## src/rtl/victim_wb_buffer.sv

```systemverilog
// Write-back victim buffer: queues dirty lines evicted by the D-cache, drains them
// to unified memory one at a time (yielding to refills), and forwards buffered data
// to a pending refill on a line-address match.
module victim_wb_buffer #(
  parameter int unsigned DEPTH = 4,
  parameter int unsigned PTR_W = 2
) (
  input  logic             clk,
  input  logic             rst_n,
  input  logic             evict_valid,
  input  logic [13:0]      evict_addr,
  input  logic [63:0]      evict_data,
  output logic             evict_ready,
  input  logic             fill_req,
  input  logic [13:0]      lookup_addr,
  output logic             lookup_hit,
  output logic [63:0]      lookup_data,
  output logic             mem_we,
  output logic [13:0]      mem_addr,
  output logic [63:0]      mem_wdata,
  input  logic             mem_rdy,
  output logic             empty,
  output logic [PTR_W:0]   count
);

  localparam logic [PTR_W:0] CountFull = (PTR_W + 1)'(DEPTH);

  typedef enum logic [0:0] {StIdle, StWrite} state_e;

  state_e             state_q, state_d;
  logic [DEPTH-1:0]   valid_q;
  logic [13:0]        addr_q [DEPTH];
  logic [63:0]        data_q [DEPTH];
  logic [PTR_W-1:0]   head_q, tail_q;
  logic [PTR_W:0]     count_q;
  logic               push, pop;
  logic [PTR_W-1:0]   lookup_idx;

  assign evict_ready = (count_q != CountFull);
  assign push        = evict_valid && evict_ready;
  assign pop         = (state_q == StWrite) && mem_rdy;
  assign empty       = (count_q == '0);
  assign count       = count_q;
  assign mem_we      = (state_q == StWrite);

  // Head entry is gated by its valid bit so the memory side reads 0 when empty.
  assign mem_addr  = valid_q[head_q] ? addr_q[head_q] : '0;
  assign mem_wdata = valid_q[head_q] ? data_q[head_q] : '0;

  // Drain FSM next state: a write only starts when no refill is waiting.
  always_comb begin
    state_d = state_q;
    unique case (state_q)
      StIdle:  if ((count_q != '0) && !fill_req) state_d = StWrite;
      StWrite: if (mem_rdy) state_d = StIdle;
      default: state_d = StIdle;
    endcase
  end

  // FSM state register; reset forces IDLE so mem_we drops asynchronously.
  always_ff @(posedge clk or negedge rst_n) begin
    if (!rst_n) state_q <= StIdle;
    else        state_q <= state_d;
  end

  // Entry storage, pointers and occupancy count.
  always_ff @(posedge clk or negedge rst_n) begin
    if (!rst_n) begin
      valid_q <= '0;
      head_q  <= '0;
      tail_q  <= '0;
      count_q <= '0;
      for (int i = 0; i < int'(DEPTH); i++) begin
        addr_q[i] <= '0;
        data_q[i] <= '0;
      end
    end else begin
      // Push and pop never target the same slot: push needs not-full, pop needs not-empty.
      if (push) begin
        valid_q[tail_q] <= 1'b1;
        addr_q[tail_q]  <= evict_addr;
        data_q[tail_q]  <= evict_data;
        tail_q          <= tail_q + PTR_W'(1);
      end
      if (pop) begin
        valid_q[head_q] <= 1'b0;
        head_q          <= head_q + PTR_W'(1);
      end
      if (push && !pop)      count_q <= count_q + (PTR_W + 1)'(1);
      else if (!push && pop) count_q <= count_q - (PTR_W + 1)'(1);
    end
  end

  // Lookup scans oldest to newest so the newest matching entry wins.
  always_comb begin
    lookup_hit  = 1'b0;
    lookup_data = '0;
    lookup_idx  = head_q;
    for (int unsigned i = 0; i < DEPTH; i++) begin
      lookup_idx = head_q + PTR_W'(i);
      if (valid_q[lookup_idx] && (addr_q[lookup_idx] == lookup_addr)) begin
        lookup_hit  = 1'b1;
        lookup_data = data_q[lookup_idx];
      end
    end
  end

endmodule

```

## config.mk

```make
export PLATFORM = sky130hd
export DESIGN_NAME = victim_wb_buffer
export DESIGN_NICKNAME = d
export VERILOG_FILES = /design/src/rtl/victim_wb_buffer.sv
export SDC_FILE = /design/constraint.sdc
export NUM_CORES = 1
export LEC_CHECK = 0
export BUFFER_PORTS_ARGS = -buffer_cell sky130_fd_sc_hd__buf_2
export CAP_MARGIN = 20
export CORE_UTILIZATION = 61
export DETAILED_ROUTE_END_ITERATION = 12
export MAX_ROUTING_LAYER = met4
export PLACE_DENSITY = 0.8
export SYNTH_ARGS = -nofsm -noshare
export SYNTH_HDL_FRONTEND = slang
export SYNTH_SLANG_ARGS = --single-unit
```

## constraint.sdc

```tcl
create_clock -name clk -period 4.5 [get_ports clk]
set_input_delay 0 -clock clk [delete_from_list [all_inputs] [get_ports clk]]
set_output_delay 0 -clock clk [all_outputs]
set_load 0.005 [all_outputs]
```

# After elaboration in Yosys (flattened, before gate mapping)
# Cells that the tools add are included.
# Widths: inputs -> output; s select.
dict set report totals {
  ff_bits 324
  in_bits 97
  out_inout_bits 149
  word_cells 123
}
dict set report op_classes {
  n_addsub 6
  magnitude_cmp 13
  eq_ne 5
  muxes 59
  bitwise_logic 9
  n_reduce_logical 18
}
# operator count
set ops {}
lappend ops {{$mux 64} 14}
lappend ops {{$bmux 64 s2} 4}
lappend ops {{$bwmux 256} 1}
lappend ops {{$mux 14} 10}
lappend ops {{$demux 64 s2} 1}
lappend ops {{$bmux 14 s2} 4}
lappend ops {{$bwmux 56} 1}
lappend ops {{$eq 14x14->1} 4}
lappend ops {{$demux 14 s2} 1}
lappend ops {{$ge 3x3->1 const B} 5}
lappend ops {{$lt 2x3->1 const B} 5}
lappend ops {{$not 2->3} 5}
lappend ops {{$logic_and 1x1->1} 12}
lappend ops {{$mux 1} 12}
lappend ops {{$bmux 1 s2} 4}
lappend ops {{$mux 4} 2}
lappend ops {{$mux 3} 2}
lappend ops {{$add 2x1->2 const B} 2}
lappend ops {{$add 2x2->2 const B} 2}
lappend ops {{$and 4x4->4} 1}
lappend ops {{$demux 1 s2} 2}
lappend ops {{$ge 2x1->1 const B} 2}
lappend ops {{$not 4->4} 1}
lappend ops {{$or 4x4->4} 1}
lappend ops {{other kinds (10)} 12}

# Longest topological paths before layout
# Gate-level depths: netlist of run 1.
dict set report depth {
  word_depth 10
  ltp_mapped 18
}

# Least setup slack after synthesis of run 1
# OpenSTA, ideal clock, no wires.
dict set report synth_path {
  kind {register to output}
  startpoint {register head_q[1]}
  endpoint {output port lookup_data[10]}
  arrival_ps 3649
  t_required_ps 4500
  slack_ps 851
  stages_incl_launch_ff 17
  n_path_buf 7
  cell_sequence {dfrtp_1 buf_2 buf_4 buf_2 inv_1 ha_1 buf_2 buf_4 mux4_2 xor2_1 nor4_1 nand2_1 nor3_1 buf_2 clkbuf_1 nand2_1 a311oi_1}
}
dict set report synth_between {
  elab_chain_len 10
  elab_cells_between_ends 51
  cone_classes {add/sub (3); eq/ne (4); mux (36); bitwise (4); reduce/logical (4)}
}
# element line_no
set synth_lines {}
lappend synth_lines {{from (decl)} 34} ;# logic [PTR_W-1:0] head_q, tail_q;
lappend synth_lines {{from (signal assigned)} 87} ;# head_q <= head_q + PTR_W'(1);
lappend synth_lines {{$add 2x1->2 or $not 2->3 (tied branches)} {100, 101, 103}}
lappend synth_lines {{$not 2->3 (implied by the code) or $bmux 14 s2 (tied branches)} {101, 103}}
lappend synth_lines {{$bmux 14 s2 or $mux 14 (tied branches)} 101} ;# if (valid_q[lookup_idx] && (addr_q[lookup_idx] == lookup_addr)) begin
lappend synth_lines {{$mux 14 (implied by the code)} 101}
lappend synth_lines {{$mux 14 (implied by the code) or $eq 14x14->1 (tied branches)} 101}
lappend synth_lines {{$eq 14x14->1 or $logic_and 1x1->1 (tied branches)} 101}
lappend synth_lines {{$logic_and 1x1->1 or $mux 64 (tied branches)} 101}
lappend synth_lines {{$mux 64 (2 in series)} 101}
lappend synth_lines {{$mux 64 (*)} 101}
lappend synth_lines {{to (decl)} 17} ;# output logic [63:0] lookup_data,
# Mark *: on every way between the ends. The rest lies on a longest branch, timed or not. The select of a mux whose other input is x is not followed.

# Worst setup path after layout of run 1
dict set report layout_path {
  startpoint {register head_q[0]}
  endpoint {output port lookup_data[0]}
}
# The elaborated chain is that of the path after synthesis.

==> run summary, run 1 <==
The run finished with clean final reports. The max-slew violation count was 0. The post-placement cell area came out at 24800 um2. The tightest min-delay check is of the in2async type.

The number of sinks on the clock net is 324. The critical path capture point type is an output pin. The power spent charging and discharging nets is 8.68 mW.

The category of the most critical setup path is reg2out. Summed over all cells, the static leakage comes to 10.8 nW. The number of vias per cell came out at 6.94.

The part of the Yosys area used for sequential elements is 34.9%. The die covers 38800 um2. The total power of the final layout is 23.1 mW.

Averaged over all synthesized cells, the footprint is 13.5 um2. The net switching fraction of the power is 37.5%. The xor and xnor area share after synthesis is 2.30%. The clock tree buffer depth came out at 3. The complex-gate fraction of the synthesized area is 4.79%. The count of mapped cells out of synthesis is 1718.

Sorting the synthesized cells by area gives the leading types as dfrtp_1 35%, mux4_2 29%, mux2_2 15%. Detailed routing inserted a total of 17300 vias. After routing the design area is 27000 um2. The share of total power dissipated in combinational logic is 58.5%. The number of buffers added on ports is 245. The library cell with the highest instance count after synthesis is dfrtp_1. TritonCTS built the clock tree. The horizontal extent of the die came out at 197 um. The worst-case clock skew came out at 0.0118 ns. The wire length after detailed routing is 62.2 mm. The latest clock arrival within the worst-skew pair came out at 0.53 ns. Across the VDD grid, the largest voltage drop is 0.000577 V. After floorplanning, the core was sized to cover 37600 um2.

The first-pass GRT wire length is 97.8 mm. The biggest fanout along the worst timing path came out at 27. The number of design rule violations left after detail routing came out at 0. After clock tree synthesis, the clock-pin slew on the worst setup and hold paths is 0.06 ns. The critical path goes through buf_8 -> mux4_2 -> xor2_1 -> nor4_1 -> nand4_1 -> nor4_4 -> buf_6 -> nand3_1 -> a311oi_1 -> buf_2. Registers are responsible for 27.3% of the overall power. The worst slack at placement is 0.405 ns. The portion of netlist area occupied by mux cells is 45.7%.

In this run, synthesis inferred 0 flip-flops with an integrated enable. Among all flip-flop cells after synthesis, the most frequent one is dfrtp_1. The global placement routability congestion is 0.954. The cell row count came out at 71. Setup violations remaining at the end of the flow were counted as 0.

The pre-antenna-repair detailed-routing pass consisted of 5 iterations. The overall overflow remaining after global route came out at 0. The transition time at the pin with the least slew margin came out at 1.06 ns. The worst path meets setup with 0.0529 ns of slack. After the last flow step, the layout net total stands at 2057. The library cell occupying the most area in the post-synthesis netlist is dfrtp_1. The number of top-level design ports is 246. The clock share of power came out at 14.3%. Based on the critical path, the design can be clocked at up to 0.225 GHz.

The count of cell types in the netlist came out at 44. The residual antenna-violating net count after detailed routing came out at 0. STA classifies the critical path startpoint as a register. By area, the combinational part of the netlist is dominated by multiplexers.

The layout has 2452 filler cells. The DRC marker count from the first detailed-route iteration is 1380. The chip height came out at 197 um. The layout cell share with drive strength beyond 1 is 51.7%. The number of buffers and inverters on the critical path is 3.

The fraction of post-synthesis cell area in the top cell type by area came out at 34.9%. On the critical path, the stage with the largest delay is an instance of mux4_2. The number of maximum-capacitance constraint violations is 0. Among cell families on the critical path, the largest total delay comes from simple AND/OR/NAND/NOR gates.

The commonest cells after synthesis are 324 x dfrtp_1, 316 x mux2_2, 297 x mux4_2. The HPWL after detailed placement came out at 36.5 mm. The number of endpoints with negative hold slack in the final report came out at 0. The count of yosys warnings during synthesis came out at 0.

The required time of the critical path is 4.50 ns. Setup repair after global routing left no endpoint under its margin. Dividing the detail-routed wire length by the instance count gives 25.0 um. In this run the power density over the cells is 856 nW/um2. In this run the clock root is driven by a clkbuf_16. The share of synthesized registers carrying an async set or reset came out at 100%. The synthesis-stage register bit count is 324. The worst hold slack across all endpoints came out at 0.0660 ns. Of the total synthesized cell area, the portion taken by full adders, half adders and majority gates is 0.571%. The simple-gate share of the synthesized area is 8.17%. Clock tree synthesis inserted a total of 38 buffers. The synthesized netlist net count came out at 1825. The relative slew slack is 29.1%. Summing every instance area after synthesis gives 23200 um2. The initial antenna violation count is 2. In this design, the stage delay of the slowest critical-path cell is 0.58 ns. The number of global-route vias before repair came out at 17700. The pin count of the biggest net entering global routing came out at 170. The total routing resource utilization after global routing came out at 33.5%.

The minimum clock period after layout came out at 4.45 ns. The post-synthesis to final-layout area growth is 16.4%. The starting utilization of the core area is 61.8%. CTS built an H-tree with a depth of 2.

The final critical-path share of the clock period is 98.8%. The data arrival at the endpoint of the critical path came out at 4.45 ns. The setup TNS is 0 ns. The internal power is 14.5 mW.
==> power groups by stage <==
stage | Clock (mW) | Combinational, mW | Sequential (mW)
2_1_floorplan | 0 | 10.7 | 5.59
4_1_cts | 3.35 | 13.4 | 6.22
3_3_place_gp | 0 | 13.0 | 6.00
3_5_place_dp | 0 | 13.3 | 6.25
5_1_grt | 3.45 | 14.4 | 6.53
6_report | 3.30 | 13.5 | 6.31
==> kinds of logic after synthesis <==
logic type / Yosys count
DFF: 324
buffers and inverters: 180
AOI/OAI and AO/OA: 101
adders and majority gates: 10
xor gates and xnor gates: 61
muxes: 650
and+or+nand+nor: 392
==> sequential cells by signal (all words and copies together) (netlist names) <==
signal / count
tail_q: 2
addr_q: 56
count: 3
head_q: 2
mem_we: 1
data_q: 256
valid_q: 4
==> per-stage QoR <==
step / util [%] / std cells
after floorplan: - / 1718
after global placement: 65.9 / 2337
after detailed placement: 65.9 / 2337
after CTS: 71.7 / 2487
after global routing: 71.9 / 2492
final: 71.9 / 2492
==> metal layers <==
layer	up-vias	part of all wire [%]	global-route usage, %
li1	7235	-	-
met1	8998	38	43.6
met2	917	51	53.4
met3	138	8.1	5.57
met4	0	3.1	12.6
met5	-	0	-
==> cell type report <==
cell class,count,area [um2],area share (%)
antenna,2,5.00,0.0185
sequential,324,8120,30.0
multi-input combinational,1214,14400,53.1
tap,511,639,2.37
inverter,7,26.3,0.0972
clock inverter,12,175,0.648
clock buffer,57,1180,4.35
timing repair buffer,365,2530,9.36
==> timing repair <==
item,in CTS,in global routing
setup endpoints to repair,9,21
endpoints found under the hold margin,411,0
gates resized for setup,2,5
hold buffers,81,0
buffers inserted,0,1
pin swaps,0,2
==> worst paths after layout <==
check,from,cells after the start,to,slack [ns]
max,head_q[0],10,lookup_data[0],0.05
min,rst_n,2,data_q[154],0.07
max reg2reg,count[1],7,data_q[110],1.49
min reg2reg,count[2],1,count[2],0.54
max in group asynchronous,rst_n,3,addr_q[46],3.03
min in group clk,evict_valid,3,tail_q[0],0.12
==> placed cells by master, fill, tap and decap left out, drive strengths merged, types with 2 or more instances in the layout <==
cell / instances
nand4: 6
buf: 284
o2bb2ai: 2
clkbuf: 57
mux2: 316
a31oi: 6
clkinv: 5
nor2: 75
o22ai: 3
o21ai: 7
and2: 79
nand3: 68
nand2: 82
mux2i: 37
dfrtp: 324
a32oi: 2
dlygate4sd3: 81
o211ai: 2
mux4: 297
nor4: 6
and3: 3
nor3: 69
bufinv: 4
xnor2: 39
inv: 9
a311oi: 64
xor2: 22
diode: 2
a21oi: 7
or4: 2
ha: 9
==> worst register-to-register path, stage by stage, from the launching register on <==
cell     delay (ns)
dfrtp_1        0.44
nor2_1         0.13
nand2_1        0.06
and2_0         0.34
buf_4          0.28
nand2_4        0.27
buf_4          0.87
mux2_2         0.49
No activity file was read; power rests on OpenSTA's default activity.
==> inputs of run 2 (changes only) <==
==> config.mk (replaced) <==
export PLATFORM = sky130hd
export DESIGN_NAME = victim_wb_buffer
export DESIGN_NICKNAME = d
export VERILOG_FILES = /design/src/rtl/victim_wb_buffer.sv
export SDC_FILE = /design/constraint.sdc
export NUM_CORES = 1
export LEC_CHECK = 0
export CAP_MARGIN = 20
export CORE_UTILIZATION = 65
export DETAILED_ROUTE_END_ITERATION = 12
export DONT_BUFFER_PORTS = 1
export MAX_ROUTING_LAYER = met4
export PLACE_DENSITY = 0.79
export SYNTH_ARGS = -nofsm -noshare
export SYNTH_HDL_FRONTEND = slang
export SYNTH_SLANG_ARGS = --single-unit
==> run 2 against run 1 <==
Effect of this change: the run now ends with negative hold slack left; critical path type unchanged; hold slack got worse by 0.89 ns; cell count down 11%; global-route usage grew 1.7 points.
==> run summary, run 2 (synthesis results as in run 1) <==
The run finished, with violations left. The checks that failed: negative hold slack. The filler-free cell count of the finished design is 2206. The worst setup path is launched from a register. The overall overflow remaining after global route is 0.

The starting utilization of the core area came out at 66.6%. Setup violations remaining at the end of the flow were counted as 0. The DRC marker count from the first detailed-route iteration is 1493. STA classifies the critical path endpoint as an output pin.

By startpoint and endpoint, the worst setup path is classified as reg2out. The count of nets left with antenna violations once routing finished came out at 0. The root buffer cell chosen for the clock tree is clkbuf_16. The final critical-path setup slack came out at 0.156 ns. The worst hold path belongs to the class in2async. The minimum clock period after layout came out at 4.34 ns. The latest clock arrival within the worst-skew pair is 0.53 ns.

The number of sinks on the clock net came out at 324. The transition time at the pin with the least slew margin came out at 1.01 ns. The worst-case clock skew is 0.0194 ns. The first-pass GRT wire length came out at 95.6 mm. Once detailed placement completed, the half-perimeter wirelength came to 35.2 mm. The placed instances occupy a cell area of 23500 um2. Prior to clock tree synthesis, the placed netlist has a worst setup slack of 0.467 ns.

The clock network is responsible for 13.6% of the overall power. The max-slew violation count came out at 0. The number of buffers added by the clock tree synthesis step came out at 37. The wire length after detailed routing came out at 62.0 mm. In the layout the commonest cells are 322 x dfrtp_1, 316 x mux2_2, 297 x mux4_2.

The initial antenna violation count is 6. The number of H-tree levels came out at 2. The tool flagged a number of max-cap violations equal to 0. The largest registers in the layout are data_q: 256 flops, addr_q: 56 flops, valid_q: 4 flops. Setup repair after global routing left no endpoint under its margin. The count of buffers added on input and output ports is 0. The met2 usage is 56.3%.

The final route contains 16400 vias. The number of global-route vias before repair is 16800. The total power divided by cell area is 864 nW/um2.

The cell row count is 68. After the last flow step, the layout net total stands at 1825. The number of top-level design ports is 246. The net switching fraction of the power came out at 38.1%. The die covers 36500 um2.

The met1 routing resource usage after global routing came out at 45.2%. The setup TNS is 0 ns. The pin count of the biggest net entering global routing is 325.

The floorplan core area is 34900 um2. met2 is the most crowded layer. Counting flops per register, the top entry is data_q. The register with the most flip-flops in the layout has 256 of them. TritonCTS built the clock tree. The peak clock frequency supported by timing is 0.230 GHz. The total power of the final layout is 22.3 mW.

The number of design rule violations left after detail routing came out at 0. The relative slew slack came out at 32.7%. The total routing resource utilization after global routing came out at 35.2%. The maximum vdd drop is 0.000610 V. The total non-filler cell area in the finished layout came out at 25800 um2. The final critical-path share of the clock period came out at 96.5%. In this run, post-CTS hold repair placed 81 buffers. The internal power is 13.8 mW. The number of endpoints with negative hold slack in the final report came to 324. The chip height came out at 191 um. The commonest non-fill, non-tap cell in the layout is dfrtp_1. The power spent charging and discharging nets came out at 8.48 mW.

The wire length per cell after detailed routing came out at 28.1 um. The analysis attributes to cell leakage a power of 9.77 nW. STA puts the critical path data required time at 4.50 ns. The share of power burned in registers came out at 28.4%. The horizontal extent of the die came out at 191 um. The data arrival at the endpoint of the critical path is 4.34 ns. The fraction of the core area covered by cells at the end of the flow is 73.9%. The worst hold slack across all endpoints came out at -0.823 ns. Of the cells placed in the final design, the portion with a size suffix greater than 1 is 45.1%. The clock tree buffer depth is 3. Clock-pin slew was measured on the worst setup and hold paths at 0.06 ns.

The number of vias per cell is 7.46. Counting tap cells, the placed design contains a total of 2043 instances. Global routing used 7.58% of the available met3 tracks. The combinational share of power came out at 58.0%. The biggest fanout along the worst timing path came out at 64. The number of optimization iterations in the first detailed-route pass came out at 5. The post-synthesis to final-layout area growth came out at 11.1%.

The congestion estimate from routability-driven global placement came to 0.932.
-- run 2: cell types whose count changed in the layout (fill, tap and decap cells not counted), moves of 2 or more --
cell,delta
buf_2,-244
inv_8,-2
diode_2,+5
bufinv_16,-2
buf_6,-2
buf_4,+12
-- run 2: repair_timing --
| item | CTS | global route |
|---|---|---|
| cloned | 1 | 2 |
| pin swaps | 0 | 2 |
| endpoints found under the hold margin | 646 | 324 |
| gates resized for setup | 4 | 10 |
| setup endpoints to repair | 10 | 17 |
| setup buffers | 0 | 6 |
-- run 2: worst paths after layout --
path / start / end / slack [ns] / cells past startpoint
max: head_q[1] / lookup_data[6] / 0.16 / 10
min: rst_n / data_q[179] / -0.82 / 0
max reg2reg: count[1] / addr_q[34] / 1.97 / 7
min reg2reg: count[2] / count[2] / 0.55 / 1
max in group asynchronous: rst_n / head_q[0] / 4.52 / 0
min in group clk: evict_data[8] / data_q[8] / 0.24 / 2
-- run 2: layout make-up --
cell class	count	area, um2
multi-input combinational	1214	14400
fill	2209	9090
sequential	324	8120
timing repair buffer	134	1470
clock buffer	54	1110
tap	455	569
clock inverter	11	115
inverter	7	26.3
antenna	7	17.5
-- run 2: power groups by stage --
stage          clock, mW  sequential [mW]  combinational (mW)
6_report            3.03             6.33                12.9
5_1_grt             3.19             6.57                13.7
4_1_cts             3.07             6.24                12.8
3_5_place_dp           0             6.26                12.5
3_3_place_gp           0             6.03                12.2
2_1_floorplan          0             5.59                10.7
-- run 2: per-layer routing --
metal	wire, um	vias to the layer above	part of all wire [%]
met4	1710	0	2.8
met5	0	-	0
li1	-	6772	-
met3	5990	122	9.7
met1	23300	8645	38
met2	31000	910	50
-- run 2: worst max-delay path: stages, from the launching register on --
cell and delay (ns):
dfrtp_4 0.49, buf_16 0.35, mux2i_1 0.29, xor2_1 0.17
o211ai_1 0.12, or4_1 0.53, or4_2 0.71, buf_4 0.46
nor3_1 0.35, a311oi_1 0.12, buf_4 0.21
==> inputs of run 3 (changes only) <==
--- a/config.mk
+++ b/config.mk
@@ -6,11 +6,11 @@
 export NUM_CORES = 1
 export LEC_CHECK = 0
 export CAP_MARGIN = 20
-export CORE_UTILIZATION = 65
+export CORE_UTILIZATION = 57
 export DETAILED_ROUTE_END_ITERATION = 12
 export DONT_BUFFER_PORTS = 1
 export MAX_ROUTING_LAYER = met4
-export PLACE_DENSITY = 0.79
+export PLACE_DENSITY = 0.7
 export SYNTH_ARGS = -nofsm -noshare
 export SYNTH_HDL_FRONTEND = slang
 export SYNTH_SLANG_ARGS = --single-unit
==> constraint.sdc (replaced) <==
create_clock -name clk -period 4.5 [get_ports clk]
set_input_delay 0 -clock clk [delete_from_list [all_inputs] [get_ports clk]]
set_output_delay 0 -clock clk [all_outputs]
set_load 0.01 [all_outputs]
==> run 3 against run 2 <==
Effect of this change: the flow still finishes with violations (negative hold slack); count of clock-buffer cells in the layout is 5 higher; sequential share of layout area hardly changed; largest power group unchanged; largest cell class unchanged; highest routed layer unchanged; critical path depth is 2 higher; register-to-register slack better by 0.06 ns.
==> run summary, run 3 (synthesis results as in run 1) <==
The data arrival at the endpoint of the critical path came out at 4.35 ns. The internal power is 13.6 mW. In the layout the commonest cells are 322 x dfrtp_1, 316 x mux2_2, 297 x mux4_2. The clock share of power came out at 13.2%. Summed over all cells, the static leakage comes to 9.72 nW. The setup TNS is 0 ns. The number of flip-flops under the largest register name came out at 256. The max-slew violation count is 0. The pin count of the biggest net entering global routing came out at 325. The transition time at the pin with the least slew margin is 1.04 ns. Setup violations remaining at the end of the flow were counted as 0.

Based on the critical path, the design can be clocked at up to 0.230 GHz. The number of endpoints with negative hold slack in the final report is 324. The total routing resource utilization after global routing is 30.7%. In this run the number of H-tree levels came out at 2. The startpoint identified for the worst register-to-register timing path is count[0]. The wire length after detailed routing is 60.6 mm. The net switching fraction of the power is 38.5%. The global placement routability congestion came out at 0.904. In the final layout, the registers with the most flip-flops are data_q: 256 flops, addr_q: 56 flops, valid_q: 4 flops. The layout cell share with drive strength beyond 1 came out at 45.0%. The latest clock arrival within the worst-skew pair came out at 0.55 ns.

The register with the most flip-flops is data_q. Counting cells, the worst reg-to-reg path comes to 7. For this run the aggregate overflow at the end of global routing stands at 0. The worst hold-check path type is in2async. The library cell used most frequently in the layout, excluding fill and tap cells, is dfrtp_1.

The starting utilization of the core area is 58.2%. The number of global-route vias before repair is 16400. The chip height came out at 204 um. The number of optimization iterations in the first detailed-route pass is 5.

The worst-case clock skew came out at 0.00809 ns. The largest delay contributor family on the critical path is simple AND/OR/NAND/NOR gates. The total power divided by cell area came out at 861 nW/um2. The combinational share of power is 58.5%. Setup repair after global routing left no endpoint under its margin. The number of buffers added on ports is 0. The wire length per cell after detailed routing came out at 26.5 um. The initial antenna violation count came out at 5. Counting both buffers and inverters, the worst setup path holds a total of 4.

Buffers inserted to repair hold after CTS numbered 81. The maximum vdd drop is 0.000551 V. The number of maximum-capacitance constraint violations is 0. The number of sinks on the clock net came out at 324.

The run finished, with violations left. The biggest fanout along the worst timing path is 25. The critical path capture point type is an output pin.

Registers are responsible for 28.3% of the overall power. The final critical-path share of the clock period is 96.7%. The number of top-level design ports is 246.

In this run the clock root is driven by a clkbuf_16. The net count reported at finish came out at 1832. The horizontal extent of the die is 204 um. The worst hold slack across all endpoints came out at -0.858 ns. Using the TritonRoute via totals, the vias-per-cell ratio works out to 7.11. Setup slack on the worst reg-to-reg path comes out at 2.03 ns. The post-placement cell area is 23700 um2.

The minimum clock period after layout is 4.35 ns. After floorplanning, the core was divided into 73 placement rows. The required time of the critical path came out at 4.50 ns. The area enclosed by the die boundary came out at 41500 um2.

The post-synthesis to final-layout area growth came out at 11.0%. The delay of the slowest cell on the worst path is 0.57 ns. The number of buffers added by the clock tree synthesis step came out at 38. The library cell contributing the largest single delay on the critical path is dfrtp_4.

The residual antenna-violating net count after detailed routing is 0. The core region is 39900 um2. The checks that failed: negative hold slack. The HPWL after detailed placement is 36.1 mm.

After clock tree synthesis, the clock-pin slew on the worst setup and hold paths is 0.06 ns. Summing all non-filler instances in the final layout gives an area of 25800 um2. The DRC marker count from the first detailed-route iteration is 1573. The signal on the critical path passes through inv_1 -> ha_4 -> buf_12 -> mux4_2 -> xor2_1 -> nor4_1 -> nand2_1 -> nor3_4 -> buf_12 -> nand2_1 -> a311oi_1 -> buf_4.

For this run, design rule violations remaining after detail routing come to 0. The number of vias after detailed routing came out at 16200. The worst setup path is launched from a register.

The capture point of the worst reg-to-reg path is addr_q[10]. The power spent charging and discharging nets came out at 8.54 mW. The clock tree buffer depth is 3. The relative slew slack came out at 30.4%. TritonCTS built the clock tree. The category of the most critical setup path is reg2out.

The first-pass GRT wire length came out at 95.7 mm.
[run 3: how the worst max path moves through the flow]
stage          startpoint              end  depth (start not counted)
5_1_grt         head_q[0]  lookup_data[36]                          9
6_report        head_q[0]   lookup_data[6]                         12
3_3_place_gp    head_q[1]  lookup_data[63]                         11
4_1_cts         head_q[0]  lookup_data[50]                         12
3_5_place_dp    head_q[1]  lookup_data[63]                         11
2_1_floorplan   head_q[1]  lookup_data[10]                         16
[run 3: worst reg2reg max path, cell delays in order, from the launching register on]
cell     delay, ns
dfrtp_1       0.48
nor2_1        0.13
nand2_1       0.11
and2_0        0.18
buf_4         0.21
nand2_4       0.11
buf_4         0.70
mux2_2        0.45
[run 3: cell type report]
cell class	count	area, um2
Tap cell	525	657
Clock buffer	59	1120
Fill cell	2950	14100
Clock inverter	8	43.8
Timing Repair Buffer	140	1420
Multi-Input combinational cell	1214	14400
Inverter	7	26.3
Antenna cell	5	12.5
Sequential cell	324	8120
[run 3: stage by stage]
step | worst slack, ns | util, % | std cells | hold WS, ns | total power, mW
2_1_floorplan | 0.734 | - | 1718 | -0.296 | 16.6
3_3_place_gp | 0.682 | 59.4 | 2125 | -0.287 | 18.7
3_5_place_dp | 0.664 | 59.4 | 2125 | -0.289 | 19.1
4_1_cts | 0.0425 | 64.3 | 2273 | -0.879 | 22.2
5_1_grt | 0.0198 | 64.6 | 2282 | -0.879 | 23.5
6_report | 0.150 | 64.6 | 2282 | -0.858 | 22.2
[run 3: repair_timing]
| action | CTS | global route |
|---|---|---|
| hold endpoints to repair | 646 | 324 |
| setup buffers | 0 | 3 |
| endpoints found under the setup margin | 0 | 15 |
| gates resized for setup | 0 | 5 |
[run 3: power groups by stage]
| stage | combinational [mW] | clock [mW] | sequential (mW) |
|---|---|---|---|
| 6_report | 13.0 | 2.92 | 6.28 |
| 5_1_grt | 13.9 | 3.10 | 6.53 |
| 4_1_cts | 13.0 | 3.00 | 6.22 |
| 3_5_place_dp | 12.8 | 0 | 6.26 |
| 3_3_place_gp | 12.6 | 0 | 6.08 |
| 2_1_floorplan | 11.0 | 0 | 5.60 |
[run 3: metal layers]
layer	up-vias	track usage [%]	share of wire [%]
met3	117	5.28	7.9
met1	8573	40.6	40
met2	769	48.6	50
met4	0	10.2	2.5
li1	6773	-	-
met5	-	-	0
